File: config.mk
export PLATFORM = sky130hd
export DESIGN_NAME = dl_sequencer
export DESIGN_NICKNAME = d
export VERILOG_FILES = /design/src/rtl/dl_sequencer.sv
export SDC_FILE = /design/constraint.sdc
export NUM_CORES = 1
export LEC_CHECK = 0
export ABC_AREA = 0
export CELL_PAD_IN_SITES_DETAIL_PLACEMENT = 1
export CELL_PAD_IN_SITES_GLOBAL_PLACEMENT = 1
export CORE_MARGIN = 1
export CORE_UTILIZATION = 35
export DETAILED_ROUTE_END_ITERATION = 10
export PLACE_DENSITY_LB_ADDON = 0.05
export SETUP_SLACK_MARGIN = 0.1
export SLEW_MARGIN = 20
export SYNTH_ARGS = -nofsm -noshare
export SYNTH_HDL_FRONTEND = slang
export SYNTH_SLANG_ARGS = --single-unit
File: constraint.sdc
create_clock -name clk_sys -period 3.9 [get_ports clk_sys]
set_input_delay 0.78 -clock clk_sys [delete_from_list [all_inputs] [get_ports clk_sys]]
set_output_delay 0.78 -clock clk_sys [all_outputs]
set_load 0.05 [all_outputs]
File: src/rtl/dl_sequencer.sv
// Download sequencer and core-reset scheduler.
// Routes HPS download writes to the ROM port, the variant byte or the DIP
// bank. It keeps the game core in reset while the ROM loads and for a settle
// period after the load ends. It also stretches user reset requests.
// Optional feature: define DL_DIP_BANK_EN to build the writable DIP bank.
// Without it, dip_bank is tied to all-ones.
module dl_sequencer #(
  parameter int          SETTLE_CYCLES = 1024,
  parameter logic [16:0] ROM_BYTES     = 17'h10000
) (
  input  logic        clk_sys,
  input  logic        RESET,
  input  logic        ioctl_download,
  input  logic        ioctl_wr,
  input  logic [7:0]  ioctl_index,
  input  logic [24:0] ioctl_addr,
  input  logic [7:0]  ioctl_dout,
  input  logic        user_reset,
  output logic        rom_wr,
  output logic [15:0] rom_addr,
  output logic [7:0]  rom_data,
  output logic [7:0]  mod_id,
  output logic [31:0] dip_bank,
  output logic        core_reset,
  output logic        rom_ready
);

  typedef enum logic [1:0] {IDLE, LOAD, SETTLE, RUN} state_t;

  localparam logic [15:0] RELOAD = 16'(SETTLE_CYCLES - 1);

  state_t      state;
  logic [16:0] byte_cnt;
  logic [15:0] settle_cnt;

  logic        load_start;
  logic        in_load;
  logic        rom_take;
  logic [16:0] addr_end;
  logic [16:0] cnt_base;
  logic [16:0] cnt_new;

  // A new ROM download restarts from LOAD in any state. A write in the
  // entry cycle counts against a freshly cleared byte counter.
  always_comb begin
    load_start = ioctl_download && (ioctl_index == 8'd0) && (state != LOAD);
    in_load    = (state == LOAD) || load_start;
    rom_take   = in_load && ioctl_wr && (ioctl_index == 8'd0) &&
                 (ioctl_addr[24:16] == 9'd0);
    addr_end   = {1'b0, ioctl_addr[15:0]} + 17'd1;
    cnt_base   = load_start ? 17'd0 : byte_cnt;
    cnt_new    = (rom_take && (addr_end > cnt_base)) ? addr_end : cnt_base;
  end

  // Sequencer: ROM forwarding, image-size tracking and core reset scheduling.
  always_ff @(posedge clk_sys or posedge RESET) begin
    if (RESET) begin
      state      <= IDLE;
      rom_wr     <= 1'b0;
      rom_addr   <= 16'd0;
      rom_data   <= 8'd0;
      core_reset <= 1'b1;
      rom_ready  <= 1'b0;
      byte_cnt   <= 17'd0;
      settle_cnt <= 16'd0;
    end else begin
      rom_wr   <= rom_take;
      byte_cnt <= cnt_new;
      if (rom_take) begin
        rom_addr <= ioctl_addr[15:0];
        rom_data <= ioctl_dout;
      end
      if (load_start) begin
        state      <= LOAD;
        rom_ready  <= 1'b0;
        core_reset <= 1'b1;
      end else begin
        case (state)
          IDLE: core_reset <= 1'b1;
          LOAD: begin
            if (!ioctl_download) begin
              state      <= SETTLE;
              settle_cnt <= RELOAD;
              rom_ready  <= (cnt_new >= ROM_BYTES);
            end
          end
          SETTLE: begin
            // A held user reset keeps reloading, so the countdown only
            // starts once the request drops.
            if (user_reset) begin
              settle_cnt <= RELOAD;
            end else if (settle_cnt == 16'd0) begin
              state      <= rom_ready ? RUN : IDLE;
              core_reset <= !rom_ready;
            end else begin
              settle_cnt <= settle_cnt - 16'd1;
            end
          end
          RUN: begin
            if (user_reset) begin
              state      <= SETTLE;
              settle_cnt <= RELOAD;
              core_reset <= 1'b1;
            end
          end
          default: begin
            state      <= IDLE;
            core_reset <= 1'b1;
          end
        endcase
      end
    end
  end

  // Variant byte: only address 0 of index 1 is meaningful.
  always_ff @(posedge clk_sys or posedge RESET) begin
    if (RESET) begin
      mod_id <= 8'd0;
    end else if (ioctl_wr && (ioctl_index == 8'd1) && (ioctl_addr == 25'd0)) begin
      mod_id <= ioctl_dout;
    end
  end

`ifdef DL_DIP_BANK_EN
  // DIP bank: four byte lanes addressed by ioctl_addr[1:0], any state.
  always_ff @(posedge clk_sys or posedge RESET) begin
    if (RESET) begin
      dip_bank <= 32'hFFFF_FFFF;
    end else if (ioctl_wr && (ioctl_index == 8'd254) &&
                 (ioctl_addr[24:2] == 23'd0)) begin
      dip_bank[ioctl_addr[1:0]*8 +: 8] <= ioctl_dout;
    end
  end
`else
  assign dip_bank = 32'hFFFF_FFFF;
`endif

endmodule
# Yosys cells after proc, flatten, opt, wreduce, memory -nomap -nowiden

Cells that the tools add are included.

Bitwise logic cells: 1
$lt $le $gt $ge: 2
$add $sub $neg: 2
Eq/ne operators: 13
Mux-type cells: 22
Reductions and logical operators: 23

Operator list:

| kind                    | number |
|---|---|
| $mux W16                | 4 |
| $pmux W16 S3            | 1 |
| $mux W17                | 2 |
| $logic_not A25 Y1       | 1 |
| $add A16 B1 Y17 const B | 1 |
| $ge A17 B17 Y1 const B  | 1 |
| $gt A17 B17 Y1          | 1 |
| $logic_not A16 Y1       | 1 |
| $sub A16 B1 Y16 const B | 1 |
| $ne A3 B3 Y1 const B    | 5 |
| $mux W2                 | 6 |
| $reduce_and A5 Y1       | 2 |
| $logic_not A9 Y1        | 1 |
| $eq A8 B1 Y1 const B    | 1 |
| $logic_and A1 B1 Y1     | 8 |
| $logic_not A8 Y1        | 1 |
| $reduce_bool A4 Y1      | 2 |
| $mux W1                 | 7 |
| $pmux W2 S3             | 1 |
| $eq A2 B2 Y1 const B    | 2 |
| $ne A2 B1 Y1 const B    | 2 |
| $ne A2 B2 Y1 const B    | 2 |
| $reduce_and A4 Y1       | 1 |
| $pmux W1 S3             | 1 |
| 8 further kinds         | 8 |

Register bits after elaboration: 70
Output and inout bits: 67
Input bits: 46

# Longest topological paths before layout

Gate-level depths: netlist of run 1.

Depth in word-level cells: 13
Depth in mapped cells: 15
Mapped depth without buffers: 13

# Worst setup path before layout of run 1

No wires, ideal clock.

Path kind: input port to flip-flop
Start point: input port ioctl_index[5]
End point: register byte_cnt[10]
Buffers on the path: 2
Stages: 15
Setup time: 125 ps
Required time: 3775 ps
Arrival: 3827 ps
Slack: -52 ps
Cells stage by stage: nor4_1 nand2_1 nor3b_1 o21ai_0 clkbuf_1 and2_1 inv_1 ha_1 nand4_1 nor4_1 a22oi_1 o211ai_1 nand3_4 buf_6 mux2_4

Cells in the longest elaborated chain, start to end: 9

RTL lines:

| item                                                                   | line   | text |
|---|---|---|
| start: declaration                                                     | 15     | `input logic [7:0] ioctl_index,` |
| $logic_not A8 Y1 (*)                                                   | 46, 48 |  |
| parallel branches: the longest is 7 deep, another holds $gt A17 B17 Y1 | -      |  |
| $mux W17 (*)                                                           | 52     | `cnt_new = (rom_take && (addr_end > cnt_base)) ? addr_end : cnt_base;` |
| via cnt_new[10]                                                        | 41     | `logic [16:0] cnt_new;` |
| end signal: assignment                                                 | 68     | `byte_cnt <= cnt_new;` |
| end: declaration                                                       | 33     | `logic [16:0] byte_cnt;` |

Mark *: on every way through the listed nets, which the timed path passes.
A chain may end at the register's enable or synchronous reset.

# Worst setup path in the final report of run 1

Start point: input port ioctl_addr[9]
End point: register byte_cnt[14]

Cells in the longest elaborated chain, start to end: 4

RTL lines:

| item                | line | text |
|---|---|---|
| start: declaration  | 16   | `input logic [24:0] ioctl_addr,` |
| $add A16 B1 Y17 (*) | 50   | `addr_end = {1'b0, ioctl_addr[15:0]} + 17'd1;` |
| $gt A17 B17 Y1      | 52   |  |
| $logic_and A1 B1 Y1 | 52   |  |
| $mux W17 (*)        | 52   |  |
| via cnt_new[14]     | 41   |  |

The timed path passes the listed nets; every way through them passes the cells marked *.

==> impl_summary.txt, run 1 <==
----------------------------------------------------
[Cells and area]
  Nets@finish ... 620
  Total non-filler cell area in the finished layout ... 0.00607 mm2
  Highest-count cells in the layout ignoring fill and taps ... clkdlybuf4s50_1 (77), dfrtp_1 (69), buf_4 (63)
  Fill cell count ... 1,289
  Diode insertion count for antenna repair ... 0
  Area added between synthesis and finish ... 44.2%
  Ratio of cells with drive above 1 in the final layout ... 0.320
  Most common library cell in the layout ignoring fill and taps ... clkdlybuf4s50_1
  Fraction of the core area covered by cells at the end of the flow ... 0.525
  Final cell count without fillers ... 700

[Drt]
  DRC Markers ... 9
  Routed Antenna Nets ... 0
  Average via count per standard cell ... 5.05
  WL final ... around 12,000 um
  Number of violations reported at the end of detailed-routing iteration 0 ... 157
  DRT Pass-1 Iters ... 7
  Wirelength per Cell ... between 15 and 20 um
  Routed via count ... 3,538

[Yosys]
  Sequential element share of the synthesized area ... 0.417
  Yosys warning count ... 0
  Number of distinct library cells after synthesis ... 49
  Per-instance average area after synthesis ... 10.3 um2
  Fraction of registers with async set/reset ... 1.00
  Synth Flop Type ... dfrtp_1
  Number of synthesized register bits ... 70
  Mapped Area ... 0.00421 mm2
  Number of instances in the synthesized netlist ... slightly above 400
  Count of flip-flops with a built-in enable after synthesis ... 0

[Power]
  Power density over the cells ... 343 mW/mm2
  Relative contribution of the clock network to total power ... 0.357
  Design Power ... 2.08 mW
  Sw frac ... 0.325
  Logic pwr share ... 0.230
  Leak pwr ... around 2.8 nW
  Sw Pwr ... just under 0.7 mW
  Sequential cell fraction of total power ... 0.413
  Internal cell power ... 1.40 mW
  Worst-case vdd ir drop ... between 0.00015 and 0.0002 V

[Setup path]
  Worst path required time ... 4.12 ns
  Startpoint type of the worst setup path ... input pin
  Data arrival time at the worst-slack endpoint ... 3.93 ns
  Cell-by-cell listing of the critical path ... clkdlybuf4s50_1, and4_1, and2_1, nand3_1, buf_4, xnor2_1, ha_1, nand4_1, nor4_2, a22oi_1, o211ai_1, nand3_4, buf_16, mux2_4
  Delay of the slowest cell on the worst path ... roughly 0.48 ns
  Critical Path Slowest Stage Cell ... clkdlybuf4s50_1
  Worst Path Max Fanout ... 7
  Worst Setup End Kind ... flip-flop
  Category of the most critical setup path ... input pin to flip-flop

[STA]
  Slew HR ... 0.376
  Final cycle utilization of the critical path ... 0.951
  Achievable frequency ... 270 MHz
  Count of pins over their slew limit ... 0
  Fin. Hold Viols ... 0
  Least-Margin Pin Slew ... 0.936 ns
  Minimum period implied by the final worst setup slack ... between 3 and 4 ns
  Maximum clock skew at final layout ... between 0.004 and 0.005 ns
  Final count of negative-setup-slack endpoints ... 0
  Post-Route Hold Slack ... 0.487 ns
  RSZ-0062 raised after global routing ... false

[Global route]
  First-pass GRT wire length ... 19,900 um
  Global-route usage over all layers ... 0.208
  Number of global-route vias before repair ... 3,740
  Antenna violations before repair ... 0
  Total congestion overflow after global routing ... 0
  Largest net degree at the start of global routing ... 71

[Placement]
  Number of instances in the placed design ... 664
  Placer congestion estimate ... 0.787
  I/O Buffers ... 80
  Instance area at placement ... 0.00536 mm2
  DPL Wire Length ... 8540 um

[Clock network]
  Number of buffers created by CTS ... 9
  Cell at the root of the clock tree ... clkbuf_16
  Total number of clock tree sinks ... 70
  Worst-skew pair later-pin latency ... 0.34 ns
  Clock tree from TritonCTS ... built
  Maximum count of clock buffers along a single path ... 2
  Number of levels in the clock H-tree ... 3
  Clock-pin slew reported for the worst setup and hold paths after clock tree synthesis ... 0.06 ns

[Floorplan]
  Standard-cell rows ... 39
  Ports placed on the boundary ... 113
  Initial standard-cell utilization of the core ... 0.364
  Die footprint ... 0.0125 mm2
  Die X ... 112 um
  Chip Height ... 112 um
  Floorplan Core Area ... 0.0116 mm2

[Outcome]
  Run status ... complete, but fails checks
  Violations in the final reports ... design-rule violations

[Job]
  Max-capacitance violation count ... 0

[Worst hold path]
  Kind of path behind the tightest hold check ... flip-flop to flip-flop

----------------------------------------------------
==> timing repair <==
| item | in CTS | in global routing |
|---|---|---|
| gates resized for setup | 26 | 30 |
| pin swaps | 10 | 11 |
| hold buffers | 0 | 0 |
| endpoints found under the hold margin | 0 | 0 |
| endpoints found under the setup margin | 17 | 18 |
| buffers inserted | 15 | 4 |
| cloned | 3 | 0 |
==> metal layers <==
metal  vias up  wire, um  global-route usage  share of wire
li1       1674         -                   -              -
met1      1750      5620               0.267           0.45
met2        99      5690               0.325           0.46
met3        15       839              0.0637          0.068
met4         0       224              0.0811          0.018
met5         -         0                   0              0
==> critical path: cells and delay by family <==
family	cells	cell delay, ns
fa+ha+maj	1	0.23
compound gates	2	0.29
xor+xnor	1	0.32
simple gates	6	1.16
mux	1	0.29
buf+inv	3	0.84
==> power groups by stage <==
stage | registers (mW) | logic (mW) | clock network, mW
6_report | 0.859 | 0.478 | 0.742
5_1_grt | 0.870 | 0.527 | 0.795
4_1_cts | 0.855 | 0.465 | 0.762
3_5_place_dp | 0.868 | 0.455 | 0
3_3_place_gp | 0.865 | 0.447 | 0
2_1_floorplan | 0.853 | 0.317 | 0
==> stage by stage <==
step           setup WS, ns  TNS, ns
2_1_floorplan         0.130        0
3_5_place_dp         -0.471    -7.60
6_report              0.192        0
3_3_place_gp         -0.370    -5.87
4_1_cts               0.108        0
5_1_grt              0.0667        0
==> registers in the layout (all words and copies together) (netlist names) <==
register    flops
rom_ready       1
rom_addr       16
settle_cnt     16
rom_wr          1
rom_data        8
mod_id          8
core_reset      1
byte_cnt       17
state           2
==> cells in the mapped netlist, types with 4 or more instances <==
library cell / n / area [um2]
dfrtp_1: 69 / 1730
mux2_2: 40 / 450
buf_4: 32 / 240
inv_1: 24 / 90.1
nand2_1: 22 / 82.6
ha_1: 20 / 250
o21ai_0: 17 / 85.1
and2_1: 16 / 100
nor2_1: 16 / 60.1
a21oi_1: 14 / 70.1
nand3_1: 10 / 50.1
nand4_1: 10 / 62.6
nor3_1: 10 / 50.1
nor4_1: 9 / 56.3
mux2_4: 8 / 120
xnor2_1: 8 / 70.1
a21o_1: 7 / 52.6
clkbuf_1: 7 / 26.3
xor2_1: 6 / 52.6
nand2b_1: 5 / 31.3
nor2b_1: 5 / 31.3
o22a_1: 5 / 43.8
o31ai_1: 5 / 37.5
and3_1: 4 / 25.0
==> layout make-up <==
type	count	area (um2)	share of cell area
clock buffers	12	246	0.0406
clock inverters	2	10.0	0.00165
inverters	24	90.1	0.0148
multi-input cells	301	2430	0.400
flip-flops and latches	70	1750	0.289
well taps	143	179	0.0295
repair buffers	148	1360	0.224
==> cells by family (layout without fill, tap and decap cells) <==
| family | count (synthesis) | after routing | synth area share |
|---|---|---|---|
| xor gates and xnor gates | 14 | 14 | 0.0291 |
| other | 1 | 32 | 0.000891 |
| and+or+nand+nor | 122 | 122 | 0.165 |
| AOI/OAI and AO/OA | 62 | 62 | 0.0949 |
| buffers and inverters | 67 | 186 | 0.0910 |
| DFF | 70 | 70 | 0.417 |
| muxes | 51 | 51 | 0.143 |
| adders and majority gates | 20 | 20 | 0.0595 |
==> final timing paths <==
| check | endpoint | cells after the start | from | slack, ns |
|---|---|---|---|---|
| worst max-delay path | byte_cnt[14]$_DFF_PP0_ | 14 | ioctl_addr[9] | 0.19 |
| worst min-delay path | settle_cnt[7]$_DFFE_PP0P_ | 1 | settle_cnt[7]$_DFFE_PP0P_ | 0.49 |
| worst max register to register | byte_cnt[14]$_DFF_PP0_ | 13 | state[0]$_DFFE_PP0P_ | 0.89 |
| worst min register to register | settle_cnt[7]$_DFFE_PP0P_ | 1 | settle_cnt[7]$_DFFE_PP0P_ | 0.49 |
| max in group asynchronous | rom_addr[5]$_DFFE_PP0P_ | 3 | RESET | 2.24 |
| min in group asynchronous | settle_cnt[4]$_DFFE_PP0P_ | 3 | RESET | 1.04 |
(Power assumes the default switching activity.)
==> run 2, diff against run 1 <==
--- a/config.mk
+++ b/config.mk
@@ -9,10 +9,10 @@
 export CELL_PAD_IN_SITES_DETAIL_PLACEMENT = 1
 export CELL_PAD_IN_SITES_GLOBAL_PLACEMENT = 1
 export CORE_MARGIN = 1
-export CORE_UTILIZATION = 35
+export CORE_UTILIZATION = 37
 export DETAILED_ROUTE_END_ITERATION = 10
 export PLACE_DENSITY_LB_ADDON = 0.05
-export SETUP_SLACK_MARGIN = 0.1
+export SETUP_SLACK_MARGIN = 0.4
 export SLEW_MARGIN = 20
 export SYNTH_ARGS = -nofsm -noshare
 export SYNTH_HDL_FRONTEND = slang
==> impl_summary.txt, run 2 (synthesis results as in run 1) <==
----------------------------------------------------
[Setup path]
  Category of the most critical setup path ... input pin to flip-flop
  Data arrival time at the worst-slack endpoint ... 3.77 ns
  Worst Path Max Fanout ... 6
  Startpoint type of the worst setup path ... input pin
  Cell-by-cell listing of the critical path ... dlygate4sd2_1, and4_1, buf_4, buf_4, buf_4, buf_4, nand2_2, xnor2_2, ha_4, nand4_1, nor4_2, a22oi_1, o211ai_1, nand3_4, buf_12, mux2_4
  Reg2Reg Launch Point ... state[0]$_DFFE_PP0P_
  Delay of the slowest cell on the worst path ... 0.36 ns
  Endpoint of the most critical register-to-register path ... byte_cnt[15]$_DFF_PP0_
  Worst Setup End Kind ... flip-flop
  Register-to-Register Path Depth ... 12
  Critical Path Slowest Stage Cell ... nor4_2
  Reg-to-reg slack, setup ... 0.71 ns
  Most used cell, CP ... buf_4
  Worst path required time ... 4.13 ns

[Global route]
  Largest net degree at the start of global routing ... 28
  Number of global-route vias before repair ... 3,789
  First-pass GRT wire length ... between 15,000 and 20,000 um
  Antenna violations before repair ... 0
  Total congestion overflow after global routing ... 0
  Global-route usage over all layers ... 0.221

[Drt]
  Wirelength per Cell ... 17.4 um
  Routed via count ... roughly 3,500
  Routed Antenna Nets ... 0
  Number of violations reported at the end of detailed-routing iteration 0 ... 108
  DRT Pass-1 Iters ... 4
  Average via count per standard cell ... 5.06
  DRC Markers ... 0
  WL final ... between 10,000 and 15,000 um

[Worst hold path]
  Hold path startpoint ... settle_cnt[7]$_DFFE_PP0P_
  Kind of path behind the tightest hold check ... flip-flop to flip-flop
  Hold endpoint ... settle_cnt[7]$_DFFE_PP0P_
  Number of instances on the worst hold path ... 1

[Floorplan]
  Ports placed on the boundary ... between 100 and 150
  Die X ... ~110 um
  Initial standard-cell utilization of the core ... 0.385
  Chip Height ... 109 um
  Die footprint ... 0.0118 mm2
  Floorplan Core Area ... 0.0109 mm2
  Standard-cell rows ... 38

[STA]
  Post-Route Hold Slack ... 0.490 ns
  Slew HR ... 0.506
  Maximum clock skew at final layout ... 0.00432 ns
  Final count of negative-setup-slack endpoints ... 0
  Fin. Hold Viols ... 0
  RSZ-0062 raised after global routing ... true
  Achievable frequency ... 283 MHz
  Final cycle utilization of the critical path ... 0.907
  Count of pins over their slew limit ... 0
  Least-Margin Pin Slew ... approximately 0.73 ns
  Minimum period implied by the final worst setup slack ... 3.54 ns

[Clock network]
  Number of levels in the clock H-tree ... 3
  Cell at the root of the clock tree ... clkbuf_16
  Clock tree from TritonCTS ... built
  # hold bufs at CTS ... 0
  Total number of clock tree sinks ... 70
  Maximum count of clock buffers along a single path ... 2
  Number of buffers created by CTS ... 9
  Clock-pin slew reported for the worst setup and hold paths after clock tree synthesis ... 0.06 ns
  Worst-skew pair later-pin latency ... 0.35 ns

[Job]
  Max-capacitance violation count ... 0

[Cells and area]
  Leading registers by flop count ... byte_cnt: 17 flops, rom_addr: 16 flops, settle_cnt: 16 flops
  Register with the most flip-flops ... byte_cnt
  Nets@finish ... approximately 600
  Area added between synthesis and finish ... 44.6%
  Highest-count cells in the layout ignoring fill and taps ... dfrtp_1 (69), clkdlybuf4s50_1 (59), buf_4 (57)
  Fraction of the core area covered by cells at the end of the flow ... 0.556
  Diode insertion count for antenna repair ... 0
  Number of flip-flops under the largest register name ... 17
  Most common library cell in the layout ignoring fill and taps ... dfrtp_1
  Ratio of cells with drive above 1 in the final layout ... 0.329
  Fill cell count ... about 1,200

[Placement]
  DPL Wire Length ... 8490 um
  I/O Buffers ... 80
  Placer congestion estimate ... 0.798

[Power]
  Power density over the cells ... 350 mW/mm2
  Worst-case vdd ir drop ... 0.000239 V
  Leak pwr ... between 2 and 3 nW

[Outcome]
  Run status ... completed

----------------------------------------------------
## run 2: cell count changes in the layout (fill, tap and decap cells not counted), sizes merged, moves of 2 or more
cell,delta
dlymetal6s2s,+2
dlygate4sd2,+9
clkdlybuf4s50,-18
clkdlybuf4s15,+3
clkinvlp,+2
## run 2: per-layer routing
layer | up-vias | global-route usage | share of wire
li1 | 1678 | - | -
met1 | 1744 | 0.286 | 0.45
met2 | 93 | 0.356 | 0.48
met3 | 15 | 0.0604 | 0.051
met4 | 0 | 0.0705 | 0.014
met5 | - | 0 | 0
## run 2: worst max path at each step
stage                              start                endpoint  slack (ns)
after floorplan           ioctl_index[6]  byte_cnt[10]$_DFF_PP0_        0.38
after global placement    ioctl_index[6]   byte_cnt[6]$_DFF_PP0_       -0.23
after detailed placement  ioctl_index[6]   byte_cnt[0]$_DFF_PP0_       -0.37
after CTS                 ioctl_index[5]  byte_cnt[15]$_DFF_PP0_        0.40
after global routing      ioctl_index[7]  byte_cnt[11]$_DFF_PP0_        0.22
final                      ioctl_addr[6]  byte_cnt[15]$_DFF_PP0_        0.36
## run 2: repair_timing
action,in CTS,in global routing
pin swaps,20,19
setup buffers,16,9
cloned,2,0
endpoints found under the setup margin,18,18
gates resized for setup,47,33
## run 2: worst max-delay path, delay by kind of cell
kind                     cells  cell delay (ns)
buffers and inverters        6             0.94
multiplexers                 1             0.30
XOR/XNOR                     1             0.13
AND/OR/NAND/NOR              5             0.98
AO/OA/AOI/OAI                2             0.34
adder cells (fa/ha/maj)      1             0.30
## run 2: layout make-up
cell class                      instances  area (um2)  share of cell area
Clock buffer                           10         229              0.0377
Clock inverter                          6        46.3             0.00761
Multi-Input combinational cell        302        2460               0.404
Sequential cell                        70        1750               0.288
Tap cell                              140         175              0.0288
Inverter                               24        92.6              0.0152
Timing Repair Buffer                  145        1330               0.218
## run 2: power by group
group	total [mW]	switching [mW]	internal, mW
sequential	0.863	0.0828	0.780
clock	0.786	0.352	0.434
combinational	0.478	0.294	0.184
## run 2: per-stage QoR
stage          setup slack, ns  setup TNS (ns)  area [um2]  std cells  power, mW
3_5_place_dp            -0.365           -6.00        5380        654       1.33
3_3_place_gp            -0.230           -3.54        5380        654       1.31
5_1_grt                  0.221               0        6080        697       2.24
6_report                 0.364               0        6080        697       2.13
4_1_cts                  0.403               0        5920        688       2.13
2_1_floorplan            0.375               0        4410        438       1.17
